## src/rtl/issue_scheduler.sv

```systemverilog
// Dual-issue in-order instruction queue with RAW/WAW/structural/control pairing
// checks and a one-deep load-use tracker.
module issue_scheduler #(
  parameter int unsigned DEPTH = 4
) (
  input  logic                       clk,
  input  logic                       rst_n,
  input  logic [1:0]                 fetch_valid,
  input  logic [31:0]                fetch_inst0,
  input  logic [31:0]                fetch_inst1,
  input  logic [31:0]                fetch_pc0,
  input  logic [31:0]                fetch_pc1,
  output logic                       fetch_ready,
  input  logic                       flush,
  output logic [1:0]                 issue_valid,
  output logic [31:0]                issue_inst0,
  output logic [31:0]                issue_inst1,
  output logic [31:0]                issue_pc0,
  output logic [31:0]                issue_pc1,
  input  logic                       issue_ready,
  output logic [$clog2(DEPTH):0]     queue_count
);

  localparam int unsigned PW = $clog2(DEPTH);
  localparam int unsigned CW = PW + 1;

  localparam logic [6:0] OP_R      = 7'b0110011;
  localparam logic [6:0] OP_IMM    = 7'b0010011;
  localparam logic [6:0] OP_LOAD   = 7'b0000011;
  localparam logic [6:0] OP_STORE  = 7'b0100011;
  localparam logic [6:0] OP_BRANCH = 7'b1100011;
  localparam logic [6:0] OP_JAL    = 7'b1101111;
  localparam logic [6:0] OP_JALR   = 7'b1100111;
  localparam logic [6:0] OP_LUI    = 7'b0110111;
  localparam logic [6:0] OP_AUIPC  = 7'b0010111;

  // Destination register, or x0 when the instruction writes nothing.
  function automatic logic [4:0] dest(input logic [6:0] op, input logic [4:0] rd);
    logic w;
    w = 1'b0;
    case (op)
      OP_R, OP_IMM, OP_LOAD, OP_JAL, OP_JALR, OP_LUI, OP_AUIPC: w = 1'b1;
      default: ;
    endcase
    return w ? rd : 5'd0;
  endfunction

  function automatic logic reads(input logic [6:0] op, input logic [4:0] rs1,
                                 input logic [4:0] rs2, input logic [4:0] r);
    logic u1, u2;
    u1 = 1'b0;
    u2 = 1'b0;
    case (op)
      OP_R, OP_STORE, OP_BRANCH: begin u1 = 1'b1; u2 = 1'b1; end
      OP_IMM, OP_LOAD, OP_JALR:  u1 = 1'b1;
      default: ;
    endcase
    return (r != 5'd0) && ((u1 && rs1 == r) || (u2 && rs2 == r));
  endfunction

  function automatic logic is_mem(input logic [6:0] op);
    return (op == OP_LOAD) || (op == OP_STORE);
  endfunction

  function automatic logic is_ctrl(input logic [6:0] op);
    return (op == OP_BRANCH) || (op == OP_JAL) || (op == OP_JALR);
  endfunction

  logic [31:0]   inst_q [DEPTH];
  logic [31:0]   pc_q   [DEPTH];
  logic [PW-1:0] head_q, tail_q;
  logic [CW-1:0] count_q;
  logic          ld_valid_q;
  logic [4:0]    ld_rd_q;

  logic [PW-1:0] head1, tail1;
  logic [6:0]    op0, op1;
  logic [4:0]    rd0, rd1, rs1_0, rs2_0, rs1_1, rs2_1, dst0, dst1;
  logic          v0, v1, pair_hz, ld_nv;
  logic [4:0]    ld_nrd;
  logic [CW-1:0] enq_n, deq_n;

  assign head1       = head_q + PW'(1);
  assign tail1       = tail_q + PW'(1);
  assign issue_inst0 = inst_q[head_q];
  assign issue_inst1 = inst_q[head1];
  assign issue_pc0   = pc_q[head_q];
  assign issue_pc1   = pc_q[head1];
  assign queue_count = count_q;
  assign fetch_ready = (CW'(DEPTH) - count_q) >= CW'(2);
  assign issue_valid = {v1, v0};

  assign op0   = issue_inst0[6:0];
  assign rd0   = issue_inst0[11:7];
  assign rs1_0 = issue_inst0[19:15];
  assign rs2_0 = issue_inst0[24:20];
  assign op1   = issue_inst1[6:0];
  assign rd1   = issue_inst1[11:7];
  assign rs1_1 = issue_inst1[19:15];
  assign rs2_1 = issue_inst1[24:20];
  assign dst0  = dest(op0, rd0);
  assign dst1  = dest(op1, rd1);

  // Issue eligibility of the head pair.
  always_comb begin
    v0      = 1'b0;
    v1      = 1'b0;
    pair_hz = 1'b0;
    v0 = (count_q >= CW'(1)) && !flush && !(ld_valid_q && reads(op0, rs1_0, rs2_0, ld_rd_q));
    pair_hz = reads(op1, rs1_1, rs2_1, dst0)
           || (dst0 != 5'd0 && dst0 == dst1)
           || (is_mem(op0) && is_mem(op1))
           || is_ctrl(op0)
           || (ld_valid_q && reads(op1, rs1_1, rs2_1, ld_rd_q));
    v1 = v0 && (count_q >= CW'(2)) && !pair_hz;
  end

  // Transfer counts and the youngest issued load for the tracker.
  always_comb begin
    enq_n  = '0;
    deq_n  = '0;
    ld_nv  = 1'b0;
    ld_nrd = ld_rd_q;
    if (fetch_ready && !flush) begin
      case (fetch_valid)
        2'b01:   enq_n = CW'(1);
        2'b11:   enq_n = CW'(2);
        default: enq_n = '0;
      endcase
    end
    if (issue_ready) deq_n = CW'(v0) + CW'(v1);
    if (v0 && op0 == OP_LOAD && rd0 != 5'd0) begin
      ld_nv  = 1'b1;
      ld_nrd = rd0;
    end
    if (v1 && op1 == OP_LOAD && rd1 != 5'd0) begin
      ld_nv  = 1'b1;
      ld_nrd = rd1;
    end
  end

  always_ff @(posedge clk) begin
    if (!rst_n) begin
      head_q     <= '0;
      tail_q     <= '0;
      count_q    <= '0;
      ld_valid_q <= 1'b0;
      ld_rd_q    <= 5'd0;
    end else if (flush) begin
      head_q     <= '0;
      tail_q     <= '0;
      count_q    <= '0;
      ld_valid_q <= 1'b0;
    end else begin
      head_q  <= head_q + PW'(deq_n);
      tail_q  <= tail_q + PW'(enq_n);
      count_q <= count_q + enq_n - deq_n;
      if (issue_ready) begin
        ld_valid_q <= ld_nv;
        ld_rd_q    <= ld_nrd;
      end
    end
  end

  // Storage has no reset; occupancy alone defines what is live.
  always_ff @(posedge clk) begin
    if (rst_n && enq_n != '0) begin
      inst_q[tail_q] <= fetch_inst0;
      pc_q[tail_q]   <= fetch_pc0;
      if (enq_n == CW'(2)) begin
        inst_q[tail1] <= fetch_inst1;
        pc_q[tail1]   <= fetch_pc1;
      end
    end
  end

endmodule
```

## config.mk

```make
export PLATFORM = sky130hd
export DESIGN_NAME = issue_scheduler
export DESIGN_NICKNAME = d
export VERILOG_FILES = /design/src/rtl/issue_scheduler.sv
export SDC_FILE = /design/constraint.sdc
export NUM_CORES = 1
export LEC_CHECK = 0
export ABC_AREA = 1
export CORE_MARGIN = 10
export CORE_UTILIZATION = 33
export DETAILED_ROUTE_END_ITERATION = 7
export SYNTH_ARGS = -nofsm -noshare
export SYNTH_HDL_FRONTEND = slang
export SYNTH_SLANG_ARGS = --single-unit
```

## constraint.sdc

```tcl
create_clock -name clk -period 6.05 [get_ports clk]
set_clock_uncertainty 0.1 [all_clocks]
set_input_delay 0.9075 -clock clk [delete_from_list [all_inputs] [get_ports clk]]
set_output_delay 0.9075 -clock clk [all_outputs]
set_load 0.1 [all_outputs]
```

## After elaboration in Yosys (flattened, before gate mapping)

Memory sizes are Yosys's and may differ from the RTL's. A register that Yosys moved wholly into a read port is not among the register bits.
Index checks and enable logic that the tools add are counted.

- Equality and inequality tests: 28
- Add/subtract/negate cells: 8
- Divide/modulo/power cells: 0
- Shift-type cells: 0
- Reduce and logical (&&, ||, !) cells: 51
- Bitwise logic cells: 2
- Muxes and demuxes: 22
- Multipliers: 0
- Order comparisons: 3

Operator list:

| kind | count |
|---|---|
| $eq A7 B6 Y1 const B | 6 |
| $eq A7 B7 Y1 const B | 6 |
| $eq A5 B5 Y1 | 7 |
| $eq A7 B5 Y1 const B | 4 |
| $logic_and A1 B1 Y1 | 23 |
| $mux W5 | 4 |
| $reduce_bool A5 Y1 | 4 |
| $eq A7 B2 Y1 const B | 2 |
| $reduce_or A7 Y1 | 2 |
| $mux W1 | 13 |
| $reduce_or A6 Y1 | 2 |
| $logic_or A1 B1 Y1 | 11 |
| $mux W2 | 4 |
| $ge A3 B2 Y1 const B | 2 |
| $reduce_or A3 Y1 | 2 |
| $add A2 B1 Y2 const B | 2 |
| $add A2 B2 Y2 | 2 |
| $pmux W2 S2 | 1 |
| $add A3 B3 Y3 | 1 |
| $eq A3 B2 Y1 const B | 1 |
| $ge A3 B1 Y1 const B | 1 |
| $logic_not A1 Y1 | 3 |
| $reduce_and A3 Y1 | 1 |
| $reduce_bool A3 Y1 | 1 |
| 8 further kinds | 9 |

- Output and inout bits: 134
- Memories: 2
- Bits of input ports: 134
- Flip-flop bits (word level): 13
- ROM bits: 0
- Bits in writable memories: 256
- Bits in latches: 0

Memory list:

| name | depth | bits a word | read ports | clocked after memory_dff | write ports | RTL line | text |
|---|---|---|---|---|---|---|---|
| inst_q | 4 | 32 | 2 | 1 | 2 | 69 | `logic [31:0] inst_q [DEPTH];` |
| pc_q | 4 | 32 | 2 | 1 | 2 | 70 | `logic [31:0] pc_q [DEPTH];` |

## Depth between registers and ports, before layout

- Depth in word-level cells: 18
- Mapped depth: 31
- Gate-level depth less buffers: 29

## Worst setup path after synthesis

No wires, ideal clock.

- Kind: reg2reg
- Start: register count_q[1], in the netlist queue_count[1]
- End: memory inst_q[1][0] (enable)
- Setup slack: -0.684 ns
- Library setup time: 0.509 ns
- Arrival: 6.126 ns
- Data required time: 5.441 ns
- Cell stages (with the launch flop): 9
- Path through: dfxtp_1 inv_1 ha_1 xnor2_1 nand2_1 nand3_1 nor2_1 nand2_1 o22ai_1

RTL lines:

| item | RTL line | text |
|---|---|---|
| from (decl) | 72 | `logic [CW-1:0] count_q;` |
| from (signal assigned) | 157 | `count_q <= count_q + enq_n - deq_n;` |
| to (decl) | 69 |  |

==> summary.txt <==
Route
  • Wire per inst: between 15 and 20 µm
  • DRT Wirelength: 56400 µm
  • Detail Route Antenna Nets: 0
  • Via density: approximately 5.1
  • First-pass iteration count of the detailed router: 6
  • DRC: 0
  • 1st-iter DRT viols: 1280
  • Vias: approximately 15k

STA
  • Normalized max-slew margin: 0.211
  • Fin crit period: about 5.2 ns
  • Post-route setup slack: 0.855 ns
  • Setup TNS: 0 ns
  • Final Hold Fails: 0
  • Hold Slack: around 0.4 ns
  • Worst Tran Pin Value: 1.18 ns
  • RSZ-0062 raised after global routing: false
  • Max Slew Vio Count: 0
  • Final cycle utilization of the critical path: 0.859
  • Achievable frequency: approximately 190 MHz
  • Final setup fails: 0

Pwr
  • Cell Pwr Density: 242 nW/µm²
  • Lkg Pwr: ~0.0075 µW
  • Peak supply drop: between 150 and 200 µV

Critical path
  • R2R depth: 28
  • CP arrival: between 4 and 5 ns
  • Crit path capture type: output pin
  • CP Launch Type: flop
  • Worst Setup Path Type: reg2out
  • Crit Path Max Fanout: 80
  • CP Data Required Time: 5.04 ns

Placed design
  • DP HPWL: around 37000 µm
  • Pre-CTS WS: between 1 and 1.5 ns
  • DP Area: ~19000 µm²
  • IO buf count: between 200 and 300
  • Placer congestion estimate: roughly 0.9

Synthesis
  • Synthesized area: between 15000 and 20000 µm²
  • Post-Syn Area per Cell: 8.12 µm²
  • Post-synth top area cell: edfxtp_1
  • Post-synth cell types: 45
  • Ranking of synthesized cells by area: edfxtp_1 47%, nand2_1 14%, o21ai_0 11%
  • Yosys reg bits: 269
  • Synth top area share: 0.474
  • Syn Inst Count: approximately 2k
  • Post-Syn Nets: between 2k and 2.5k
  • Seq/Total Area, Yosys: 0.490
  • Yosys warns: 0

Floorplanning
  • Die X-Extent: around 240 µm
  • I/O pin total: between 200 and 300
  • Die Y-Extent: between 200 and 250 µm
  • Rows: 81
  • Total die area: just under 60000 µm²
  • Initial Utilization: 0.333
  • Core region area: approximately 50000 µm²

Global routing
  • GRT Total Usage: 0.186
  • Vias in the first global route: roughly 14k
  • Largest net degree at the start of global routing: slightly below 90
  • First-pass GRT wire length: around 86000 µm
  • Initial antenna violation count: 4
  • Total congestion overflow: 0

Flow run
  • Max Cap Viol: 0

Worst hold path
  • Hold depth: 2
  • Worst hold-check path type: reg2reg

Clocking
  • CTS buffer count: 34
  • CTS H-tree depth: 2
  • Clock tree from TritonCTS: yes
  • # resized after CTS: 0
  • CTS clk-pin slew, worst paths: 0.06 ns
  • Root Buffer: clkbuf_16
  • Clock Sinks: about 270
  • Post-CTS Hold Fix Bufs: 0
  • Clk buf depth: 3
  • Clk_lat worst skew: about 0.54 ns
  • Post-CTS setup buffer count: 0

Finish
  • Layout overhead on the synthesized area: 25.5%
  • Final instance area: 20400 µm²
  • Nets@finish: 2344
  • Fin util: 0.418
  • Share of layout cells above drive strength 1: 0.0889

Status
  • Outcome: finished clean
-- cells in the final DEF (no fill, tap or decap), types with 11 or more instances in the layout --
cell / synthesis / layout
a21oi_1: 32 / 32
o21ai_0: 369 / 369
dfxtp_1: 13 / 11
o21ai_1: 12 / 12
mux2i_1: 41 / 41
edfxtp_1: 256 / 256
xor2_1: 14 / 14
nor2_1: 150 / 146
nand2_1: 600 / 600
nand2_2: 16 / 16
nand4_1: 11 / 11
o211ai_1: 50 / 50
inv_1: 151 / 151
nand3_1: 38 / 38
o22ai_1: 47 / 43
buf_4: 5 / 91
clkdlybuf4s50_1: 0 / 206
clkbuf_16: 0 / 35
-- metrics by stage --
step                cells  total power, µW
finish               2894             4920
global route         2891             5080
CTS                  2891             4960
detailed placement   2830             3000
global placement     2830             2990
floorplan            1998             2710
-- where the power goes --
part	internal, µW	switching [µW]	leakage, µW	total, µW
Sequential	2070	14.6	0.00242	2090
Clock	1150	809	0.000519	1960
Combinational	240	635	0.00453	875
-- metal layers --
| layer | wire (µm) | up-vias | global-route usage |
|---|---|---|---|
| li1 | - | 7195 | - |
| met1 | 24000 | 6892 | 0.237 |
| met2 | 26500 | 643 | 0.308 |
| met3 | 4650 | 85 | 0.0435 |
| met4 | 1290 | 4 | 0.0596 |
| met5 | 26 | - | 0 |
-- worst paths after layout --
check	startpoint	endpoint	slack [ns]
worst max-delay path	head_q[0]	issue_pc0[13]	0.85
worst min-delay path	ld_valid_q	ld_valid_q	0.40
worst max register to register	head_q[0]	queue_count[2]	0.96
worst min register to register	ld_valid_q	ld_valid_q	0.40
-- kinds of logic (layout without fill, tap and decap cells) --
logic type               count (synthesis)  count (layout)  synth area share
AO/OA/AOI/OAI                          526             526             0.180
XOR/XNOR                                17              17           0.00918
buffers and inverters                  292             521            0.0782
other                                    0               3                 0
adder cells (fa/ha/maj)                  8               8           0.00710
flip-flops                             269             269             0.490
AND/OR/NAND/NOR                        845             845             0.210
multiplexers                            41              41            0.0253
-- cell usage after synthesis (all sizes together) --
cell type,n
edfxtp,256
dfxtp,13
o21ai,382
or2,3
o22ai,51
clkbuf,93
o211ai,51
nand3,40
a21oi,33
fa,2
a2111oi,1
o221ai,6
o311ai,1
nand4,11
nand2,618
buf,39
nor2,156
xnor2,3
a21boi,1
inv,157
or4,1
nor3,5
xor2,14
clkinv,3
and2,1
ha,6
nand3b,10
mux2i,41
-- worst max-delay path: stages (launching register included) --
cell and delay [ns]:
dfxtp_4 0.39, buf_4 0.69, buf_4 0.68, o21ai_0 0.19, o22ai_1 0.36, clkdlybuf4s50_1 1.21
-- sequential cells by signal, indices dropped and copies added (netlist names) --
name / flops
head_q: 2
inst_q: 128
ld_rd_q: 5
ld_valid_q: 1
pc_q: 128
queue_count: 3
tail_q: 2
-- area by class of cell --
| type | instances | area, µm² |
|---|---|---|
| multi-input combinational | 1437 | 7100 |
| inverter | 160 | 606 |
| clock inverter | 19 | 156 |
| tap | 664 | 831 |
| antenna | 3 | 7.51 |
| timing repair buffer | 300 | 2810 |
| fill | 4800 | 28400 |
| clock buffer | 42 | 902 |
| sequential | 269 | 7960 |
Note: power is estimated with default switching activity, not from simulation.
